--- src/rtl/spi_x1_arb_if.sv ---
// rtl/spi_x1_arb_if.sv - requester, result and x1 engine signals of spi_x1_arb
// slave: arbiter side; master: requesters plus engine side.
interface spi_x1_arb_if;
  logic        r0_req, r1_req;
  logic [7:0]  r0_cmd, r1_cmd;
  logic [23:0] r0_addr, r1_addr;
  logic [2:0]  r0_dummy, r1_dummy;
  logic [7:0]  r0_len, r1_len;
  logic        r0_gnt, r1_gnt;
  logic [7:0]  rd_data;
  logic        r0_rvalid, r1_rvalid;
  logic        r0_done, r1_done;
  logic        err;
  logic        eng_start;
  logic [7:0]  eng_cmd;
  logic [23:0] eng_addr;
  logic [2:0]  eng_dummy_num;
  logic        eng_exist_rx_data;
  logic        eng_finish;
  logic [7:0]  eng_data_in;

  modport slave (
    input  r0_req, r1_req, r0_cmd, r1_cmd, r0_addr, r1_addr,
    input  r0_dummy, r1_dummy, r0_len, r1_len, eng_finish, eng_data_in,
    output r0_gnt, r1_gnt, rd_data, r0_rvalid, r1_rvalid, r0_done, r1_done,
    output err, eng_start, eng_cmd, eng_addr, eng_dummy_num, eng_exist_rx_data
  );

  modport master (
    output r0_req, r1_req, r0_cmd, r1_cmd, r0_addr, r1_addr,
    output r0_dummy, r1_dummy, r0_len, r1_len, eng_finish, eng_data_in,
    input  r0_gnt, r1_gnt, rd_data, r0_rvalid, r1_rvalid, r0_done, r1_done,
    input  err, eng_start, eng_cmd, eng_addr, eng_dummy_num, eng_exist_rx_data
  );
endinterface

--- src/rtl/spi_x1_arb.sv ---
// rtl/spi_x1_arb.sv - round-robin two-requester front end for an x1 SPI engine
// Optional engine-stall timeout: define SPI_ARB_TIMEOUT_EN.
module spi_x1_arb #(
  parameter int TIMEOUT_CYC = 4096
) (
  input logic         clk,
  input logic         rst_n,
  spi_x1_arb_if.slave bus
);

  typedef enum logic [2:0] {S_IDLE, S_GRANT, S_START, S_RUN, S_DONE} state_t;

  state_t      r_state, w_next;
  logic        r_owner, r_last;
  logic [7:0]  r_cmd, r_len, r_cnt, r_rd_data;
  logic [23:0] r_addr;
  logic [2:0]  r_dummy;
  logic        r_exist, r_rvalid;
  logic        w_pick, w_last_byte, w_timeout;
  logic        w_gnt0, w_gnt1, w_start, w_done0, w_done1;
  logic [7:0]  w_len_sel;

  // With both requesting, the side not served last wins
  assign w_pick      = (bus.r0_req && bus.r1_req) ? ~r_last : bus.r1_req;
  assign w_len_sel   = r_owner ? bus.r1_len : bus.r0_len;
  assign w_last_byte = bus.eng_finish && ((r_cnt + 8'd1) == r_len);

  always_ff @(posedge clk or negedge rst_n) begin
    if (!rst_n) r_state <= S_IDLE;
    else        r_state <= w_next;
  end

  always_comb begin
    w_next  = r_state;
    w_gnt0  = 1'b0;
    w_gnt1  = 1'b0;
    w_start = 1'b0;
    w_done0 = 1'b0;
    w_done1 = 1'b0;
    case (r_state)
      S_IDLE:  if (bus.r0_req || bus.r1_req) w_next = S_GRANT;
      S_GRANT: begin
        w_next = S_START;
        w_gnt0 = ~r_owner;
        w_gnt1 = r_owner;
      end
      S_START: begin
        w_next  = S_RUN;
        w_start = 1'b1;
      end
      S_RUN: begin
        if (w_timeout || (bus.eng_finish && (r_len == 8'd0 || w_last_byte)))
          w_next = S_DONE;
      end
      S_DONE: begin
        w_next  = S_IDLE;
        w_done0 = ~r_owner;
        w_done1 = r_owner;
      end
      default: w_next = S_IDLE;
    endcase
  end

  always_ff @(posedge clk or negedge rst_n) begin
    if (!rst_n) begin
      r_owner   <= 1'b0;
      r_last    <= 1'b1;
      r_cmd     <= 8'd0;
      r_addr    <= 24'd0;
      r_dummy   <= 3'd0;
      r_len     <= 8'd0;
      r_cnt     <= 8'd0;
      r_exist   <= 1'b0;
      r_rvalid  <= 1'b0;
      r_rd_data <= 8'd0;
    end else begin
      r_rvalid <= 1'b0;
      case (r_state)
        S_IDLE: if (bus.r0_req || bus.r1_req) r_owner <= w_pick;
        S_GRANT: begin
          r_last  <= r_owner;
          r_cmd   <= r_owner ? bus.r1_cmd : bus.r0_cmd;
          r_addr  <= r_owner ? bus.r1_addr : bus.r0_addr;
          r_dummy <= r_owner ? bus.r1_dummy : bus.r0_dummy;
          r_len   <= w_len_sel;
          r_exist <= (w_len_sel != 8'd0);
        end
        S_START: r_cnt <= 8'd0;
        S_RUN: begin
          if (bus.eng_finish && r_len != 8'd0) begin
            r_rd_data <= bus.eng_data_in;
            r_rvalid  <= 1'b1;
            r_cnt     <= r_cnt + 8'd1;
            if (w_last_byte) r_exist <= 1'b0;
          end
          if (w_timeout) r_exist <= 1'b0;
        end
        default: ;
      endcase
    end
  end

`ifdef SPI_ARB_TIMEOUT_EN
  localparam int TW = $clog2(TIMEOUT_CYC + 1);
  localparam logic [TW-1:0] TLIM = TW'(TIMEOUT_CYC - 1);
  logic [TW-1:0] r_tcnt;
  logic          r_err;

  // Counts cycles since START or the latest eng_finish; START itself is cycle 0
  assign w_timeout = (r_state == S_RUN) && !bus.eng_finish && (r_tcnt == TLIM);

  always_ff @(posedge clk or negedge rst_n) begin
    if (!rst_n) begin
      r_tcnt <= '0;
      r_err  <= 1'b0;
    end else begin
      r_err <= w_timeout;
      if (r_state == S_GRANT || (r_state == S_RUN && bus.eng_finish))
        r_tcnt <= '0;
      else if (r_state == S_START || r_state == S_RUN)
        r_tcnt <= r_tcnt + TW'(1);
    end
  end

  assign bus.err = r_err;
`else
  logic w_unused_tcyc;
  assign w_unused_tcyc = (TIMEOUT_CYC != 0);
  assign w_timeout     = 1'b0;
  assign bus.err       = 1'b0;
`endif

  assign bus.r0_gnt            = w_gnt0;
  assign bus.r1_gnt            = w_gnt1;
  assign bus.r0_done           = w_done0;
  assign bus.r1_done           = w_done1;
  assign bus.r0_rvalid         = r_rvalid && !r_owner;
  assign bus.r1_rvalid         = r_rvalid && r_owner;
  assign bus.rd_data           = r_rd_data;
  assign bus.eng_start         = w_start;
  assign bus.eng_cmd           = r_cmd;
  assign bus.eng_addr          = r_addr;
  assign bus.eng_dummy_num     = r_dummy;
  assign bus.eng_exist_rx_data = r_exist;

endmodule

--- src/flat_wrapper.sv ---
// flat-port wrapper written by rule: the top's interface ports become plain ports
module spi_x1_arb_flat 
#(
  parameter int TIMEOUT_CYC = 4096
)
  (clk, rst_n, bus_r0_req, bus_r1_req, bus_r0_cmd, bus_r1_cmd, bus_r0_addr, bus_r1_addr, bus_r0_dummy, bus_r1_dummy, bus_r0_len, bus_r1_len, bus_eng_finish, bus_eng_data_in, bus_r0_gnt, bus_r1_gnt, bus_rd_data, bus_r0_rvalid, bus_r1_rvalid, bus_r0_done, bus_r1_done, bus_err, bus_eng_start, bus_eng_cmd, bus_eng_addr, bus_eng_dummy_num, bus_eng_exist_rx_data);
  spi_x1_arb_if bus_i ();
  input logic clk;
  input logic rst_n;
  input wire logic [$bits(bus_i.r0_req)-1:0] bus_r0_req;
  input wire logic [$bits(bus_i.r1_req)-1:0] bus_r1_req;
  input wire logic [$bits(bus_i.r0_cmd)-1:0] bus_r0_cmd;
  input wire logic [$bits(bus_i.r1_cmd)-1:0] bus_r1_cmd;
  input wire logic [$bits(bus_i.r0_addr)-1:0] bus_r0_addr;
  input wire logic [$bits(bus_i.r1_addr)-1:0] bus_r1_addr;
  input wire logic [$bits(bus_i.r0_dummy)-1:0] bus_r0_dummy;
  input wire logic [$bits(bus_i.r1_dummy)-1:0] bus_r1_dummy;
  input wire logic [$bits(bus_i.r0_len)-1:0] bus_r0_len;
  input wire logic [$bits(bus_i.r1_len)-1:0] bus_r1_len;
  input wire logic [$bits(bus_i.eng_finish)-1:0] bus_eng_finish;
  input wire logic [$bits(bus_i.eng_data_in)-1:0] bus_eng_data_in;
  output wire logic [$bits(bus_i.r0_gnt)-1:0] bus_r0_gnt;
  output wire logic [$bits(bus_i.r1_gnt)-1:0] bus_r1_gnt;
  output wire logic [$bits(bus_i.rd_data)-1:0] bus_rd_data;
  output wire logic [$bits(bus_i.r0_rvalid)-1:0] bus_r0_rvalid;
  output wire logic [$bits(bus_i.r1_rvalid)-1:0] bus_r1_rvalid;
  output wire logic [$bits(bus_i.r0_done)-1:0] bus_r0_done;
  output wire logic [$bits(bus_i.r1_done)-1:0] bus_r1_done;
  output wire logic [$bits(bus_i.err)-1:0] bus_err;
  output wire logic [$bits(bus_i.eng_start)-1:0] bus_eng_start;
  output wire logic [$bits(bus_i.eng_cmd)-1:0] bus_eng_cmd;
  output wire logic [$bits(bus_i.eng_addr)-1:0] bus_eng_addr;
  output wire logic [$bits(bus_i.eng_dummy_num)-1:0] bus_eng_dummy_num;
  output wire logic [$bits(bus_i.eng_exist_rx_data)-1:0] bus_eng_exist_rx_data;
  assign bus_i.r0_req = bus_r0_req;
  assign bus_i.r1_req = bus_r1_req;
  assign bus_i.r0_cmd = bus_r0_cmd;
  assign bus_i.r1_cmd = bus_r1_cmd;
  assign bus_i.r0_addr = bus_r0_addr;
  assign bus_i.r1_addr = bus_r1_addr;
  assign bus_i.r0_dummy = bus_r0_dummy;
  assign bus_i.r1_dummy = bus_r1_dummy;
  assign bus_i.r0_len = bus_r0_len;
  assign bus_i.r1_len = bus_r1_len;
  assign bus_i.eng_finish = bus_eng_finish;
  assign bus_i.eng_data_in = bus_eng_data_in;
  assign bus_r0_gnt = bus_i.r0_gnt;
  assign bus_r1_gnt = bus_i.r1_gnt;
  assign bus_rd_data = bus_i.rd_data;
  assign bus_r0_rvalid = bus_i.r0_rvalid;
  assign bus_r1_rvalid = bus_i.r1_rvalid;
  assign bus_r0_done = bus_i.r0_done;
  assign bus_r1_done = bus_i.r1_done;
  assign bus_err = bus_i.err;
  assign bus_eng_start = bus_i.eng_start;
  assign bus_eng_cmd = bus_i.eng_cmd;
  assign bus_eng_addr = bus_i.eng_addr;
  assign bus_eng_dummy_num = bus_i.eng_dummy_num;
  assign bus_eng_exist_rx_data = bus_i.eng_exist_rx_data;
  spi_x1_arb #(.TIMEOUT_CYC(TIMEOUT_CYC)) u_core (.clk(clk), .rst_n(rst_n), .bus(bus_i));
endmodule
--- config.mk ---
export PLATFORM = sky130hd
export DESIGN_NAME = spi_x1_arb_flat
export DESIGN_NICKNAME = d
export VERILOG_FILES = /design/src/rtl/spi_x1_arb_if.sv /design/src/rtl/spi_x1_arb.sv /design/src/flat_wrapper.sv
export SDC_FILE = /design/constraint.sdc
export NUM_CORES = 1
export LEC_CHECK = 0
export CORE_ASPECT_RATIO = 1.2
export CORE_MARGIN = 1.5
export CORE_UTILIZATION = 45
export DETAILED_ROUTE_END_ITERATION = 10
export GPL_TIMING_DRIVEN = 0
export HOLD_SLACK_MARGIN = 0.06
export PLACE_DENSITY = 0.86
export REMOVE_ABC_BUFFERS = 1
export SLEW_MARGIN = 20
export SYNTH_ARGS = -nofsm -noshare
export SYNTH_HDL_FRONTEND = slang
export SYNTH_SLANG_ARGS = --single-unit
--- constraint.sdc ---
create_clock -name clk -period 4.32 [get_ports clk]
set_input_delay 0.432 -clock clk [delete_from_list [all_inputs] [get_ports clk]]
set_output_delay 0.432 -clock clk [all_outputs]
set_load 0.005 [all_outputs]
==> metrics.txt <==
outcome complete, no violations; antenna viol nets, final 0; synthesized instance count ~350; setup violators final 0; synth cell count leaders 65 x dfrtp_1, 55 x nor2_1, 48 x a21oi_1; sequential fraction of the synthesis area 49.6%; RSZ-0062 raised after global routing no; max-slew violations 0; Unique masters post-synth 41; Starting Density between 40% and 50%; Placed Area 4920 sq um; dpl cells between 500 and 600; Hold Path Class flop to flop; met1 Usage GRT between 20% and 30%; GPL Wtd Cong approximately 0.93; max-cap violation count 0; top cells by area, synth dfrtp_1 49%, mux2i_1 13%, a21oi_1 7.2%; final hold violations 0; Final TNS setup 0 ps; DRT iter0 DRCs ~210; Congestion Overflow GR 0; synthesized cell area 3330 sq um; global-route wire length before repair around 15 mm; # clock sinks 66; Yosys top cell by area dfrtp_1; Die Y between 90 and 100 um; clk_skew between 5 and 6 ps; Slew @ Worst Pin ~820 ps; postcts setup bufs 0; fin crit period between 2000 and 3000 ps; vias in the first global route 3058; htree depth 3; fillers about 560; Detailed Route WL ~8.8 mm; DR DRC count 0; Final Util 71.1%; Post-synth ARST share 100%; DP HPWL 6.54 mm; diodes inserted 0; Synth top area share about half; Power Density between 200 and 300 nW/um^2; busiest grt layer met2; pin count of the biggest net entering global routing between 50 and 60; worst-case reg-to-reg path depth 7; M2 GR Usage 38.9%; CTS buffer count 9; Highest Clock Rate 361 MHz; # IOs between 150 and 200; Crit Path Max Fanout 25; number of synthesized flops with an enable pin 0; die width between 80 and 90 um; Max Root-Sink Buffers 2; part of the cycle the worst path needs about 64%; DR vias between 3000 and 4000; Syn Area/Cell 9.43 sq um; footprint of the multi-input gates 1560 sq um; CP Launch Type flop; Rows 34; NumNets Final between 500 and 600; met3 Usage GRT under 10%; Layout area overhead 53.6%; LEAKAGE ~1.9 nW; layout cells sized above 1 approximately 6%; critical path type flop to output pin; CP Data Arrival Time about 2300 ps; slew margin rel. 45.6%; GRT Util Overall between 20% and 30%; Critical Path End Type output pin; top_reg_cell synth dfrtp_1; CP required about 4000 ps; non-filler instance count after layout about 590; Synthesis Warnings 0; CORE AREA between 7000 and 8000 sq um; per-cell routed wire length 15.0 um; number of port buffers between 100 and 150; Die ar. 7930 sq um; CTS tree done; hold-critical path depth 2; Resized cells post-CTS 0; Storage cell area about 1700 sq um; most frequent cell after synthesis dfrtp_1; CTS Root Cell clkbuf_8; post-route cell area between 5000 and 6000 sq um; Via density between 5 and 6; peak supply drop 0.179 mV; Clk Latency, worst-skew pair between 300 and 400 ps; CTS clk-pin slew, worst paths approximately 70 ps; post-synthesis register bit count between 60 and 70; DRT Pass-1 Iters 4; initial antenna violation count 0
-- cell families after synthesis --
kind of cell | count (synthesis) | share of synthesized area [%]
muxes | 46 | 13.9
AOI/OAI and AO/OA | 75 | 12.5
adders and majority gates | 1 | 0.376
other | 1 | 0.113
buffers and inverters | 28 | 3.72
and+or+nand+nor | 127 | 17.4
DFF | 66 | 49.6
xor gates and xnor gates | 9 | 2.37
-- per-stage QoR --
step                      hold WS [ps]  power (mW)  setup slack (ps)
after floorplan                    136       0.766               540
after global placement             458       0.900              -866
after detailed placement           292       0.915              1780
after CTS                          470        1.42              1540
after global routing               480        1.48              1390
final                              478        1.41              1550
-- metal layers --
layer,share of wire [%],up-vias
met4,1.8,0
met5,0,-
met3,8.5,14
met1,39,1458
li1,-,1498
met2,51,128
-- where the power goes --
| group | switching [mW] | internal, mW | total [mW] |
|---|---|---|---|
| sequential | 0.0421 | 0.643 | 0.685 |
| clock | 0.226 | 0.278 | 0.504 |
| combinational | 0.0832 | 0.139 | 0.223 |
| total | 0.351 | 1.06 | 1.41 |
-- registers in the layout (all words and copies together) (netlist names) --
signal                        count
u_core.bus.eng_exist_rx_data      1
u_core.bus.eng_addr              24
u_core.bus.eng_dummy_num          3
u_core.r_owner                    1
u_core.r_last                     1
u_core.r_cnt                      8
u_core.r_len                      8
u_core.r_state                    3
u_core.bus.rd_data                8
u_core.r_rvalid                   1
u_core.bus.eng_cmd                8
-- layout make-up --
cell class | count | area share, %
Tap cell | 90 | 2.20
Timing Repair Buffer | 155 | 31.0
Multi-Input combinational cell | 259 | 30.5
Clock buffer | 12 | 2.84
Sequential cell | 66 | 32.4
Inverter | 4 | 0.294
Clock inverter | 3 | 0.783
-- cells in the final DEF, fill, tap and decap left out, types with 7 or more instances in the layout --
cell type        instances
clkdlybuf4s50_1        148
o21ai_0                 16
nand2_1                 39
nor2_1                  55
clkbuf_8                10
nand3_1                  7
a21oi_1                 48
dfrtp_1                 64
mux2i_1                 44
nor4_1                   8
-- critical path, cell delays in order, from the launching register on --
cell and delay (ps):
dfrtp_1 480, inv_1 150, nor3_4 320, buf_8 220, buf_8 190, and2_1 140, clkdlybuf4s50_1 500
-- final timing paths --
| path | from | endpoint | slack (ps) |
|---|---|---|---|
| worst max register to register | u_core.r_len[5]$_DFFE_PN0N_ | u_core.r_cnt[4]$_DFFE_PN0P_ | 1790 |
| max in group asynchronous | rst_n | u_core.r_last$_DFFE_PN1N_ | 3270 |
| worst min register to register | u_core.bus.rd_data[3]$_DFFE_PN0P_ | u_core.bus.rd_data[3]$_DFFE_PN0P_ | 480 |
| min in group asynchronous | rst_n | u_core.bus.rd_data[7]$_DFFE_PN0P_ | 490 |
| worst max-delay path | u_core.r_state[0]$_DFFE_PN0P_ | bus_r1_gnt | 1550 |
| worst min-delay path | u_core.bus.rd_data[3]$_DFFE_PN0P_ | u_core.bus.rd_data[3]$_DFFE_PN0P_ | 480 |
-- repair_timing --
item,4_1_cts,5_1_grt
hold buffers,1,0
setup endpoints to repair,0,0
endpoints found under the hold margin,11,0
No activity file was read; power rests on OpenSTA's default activity.
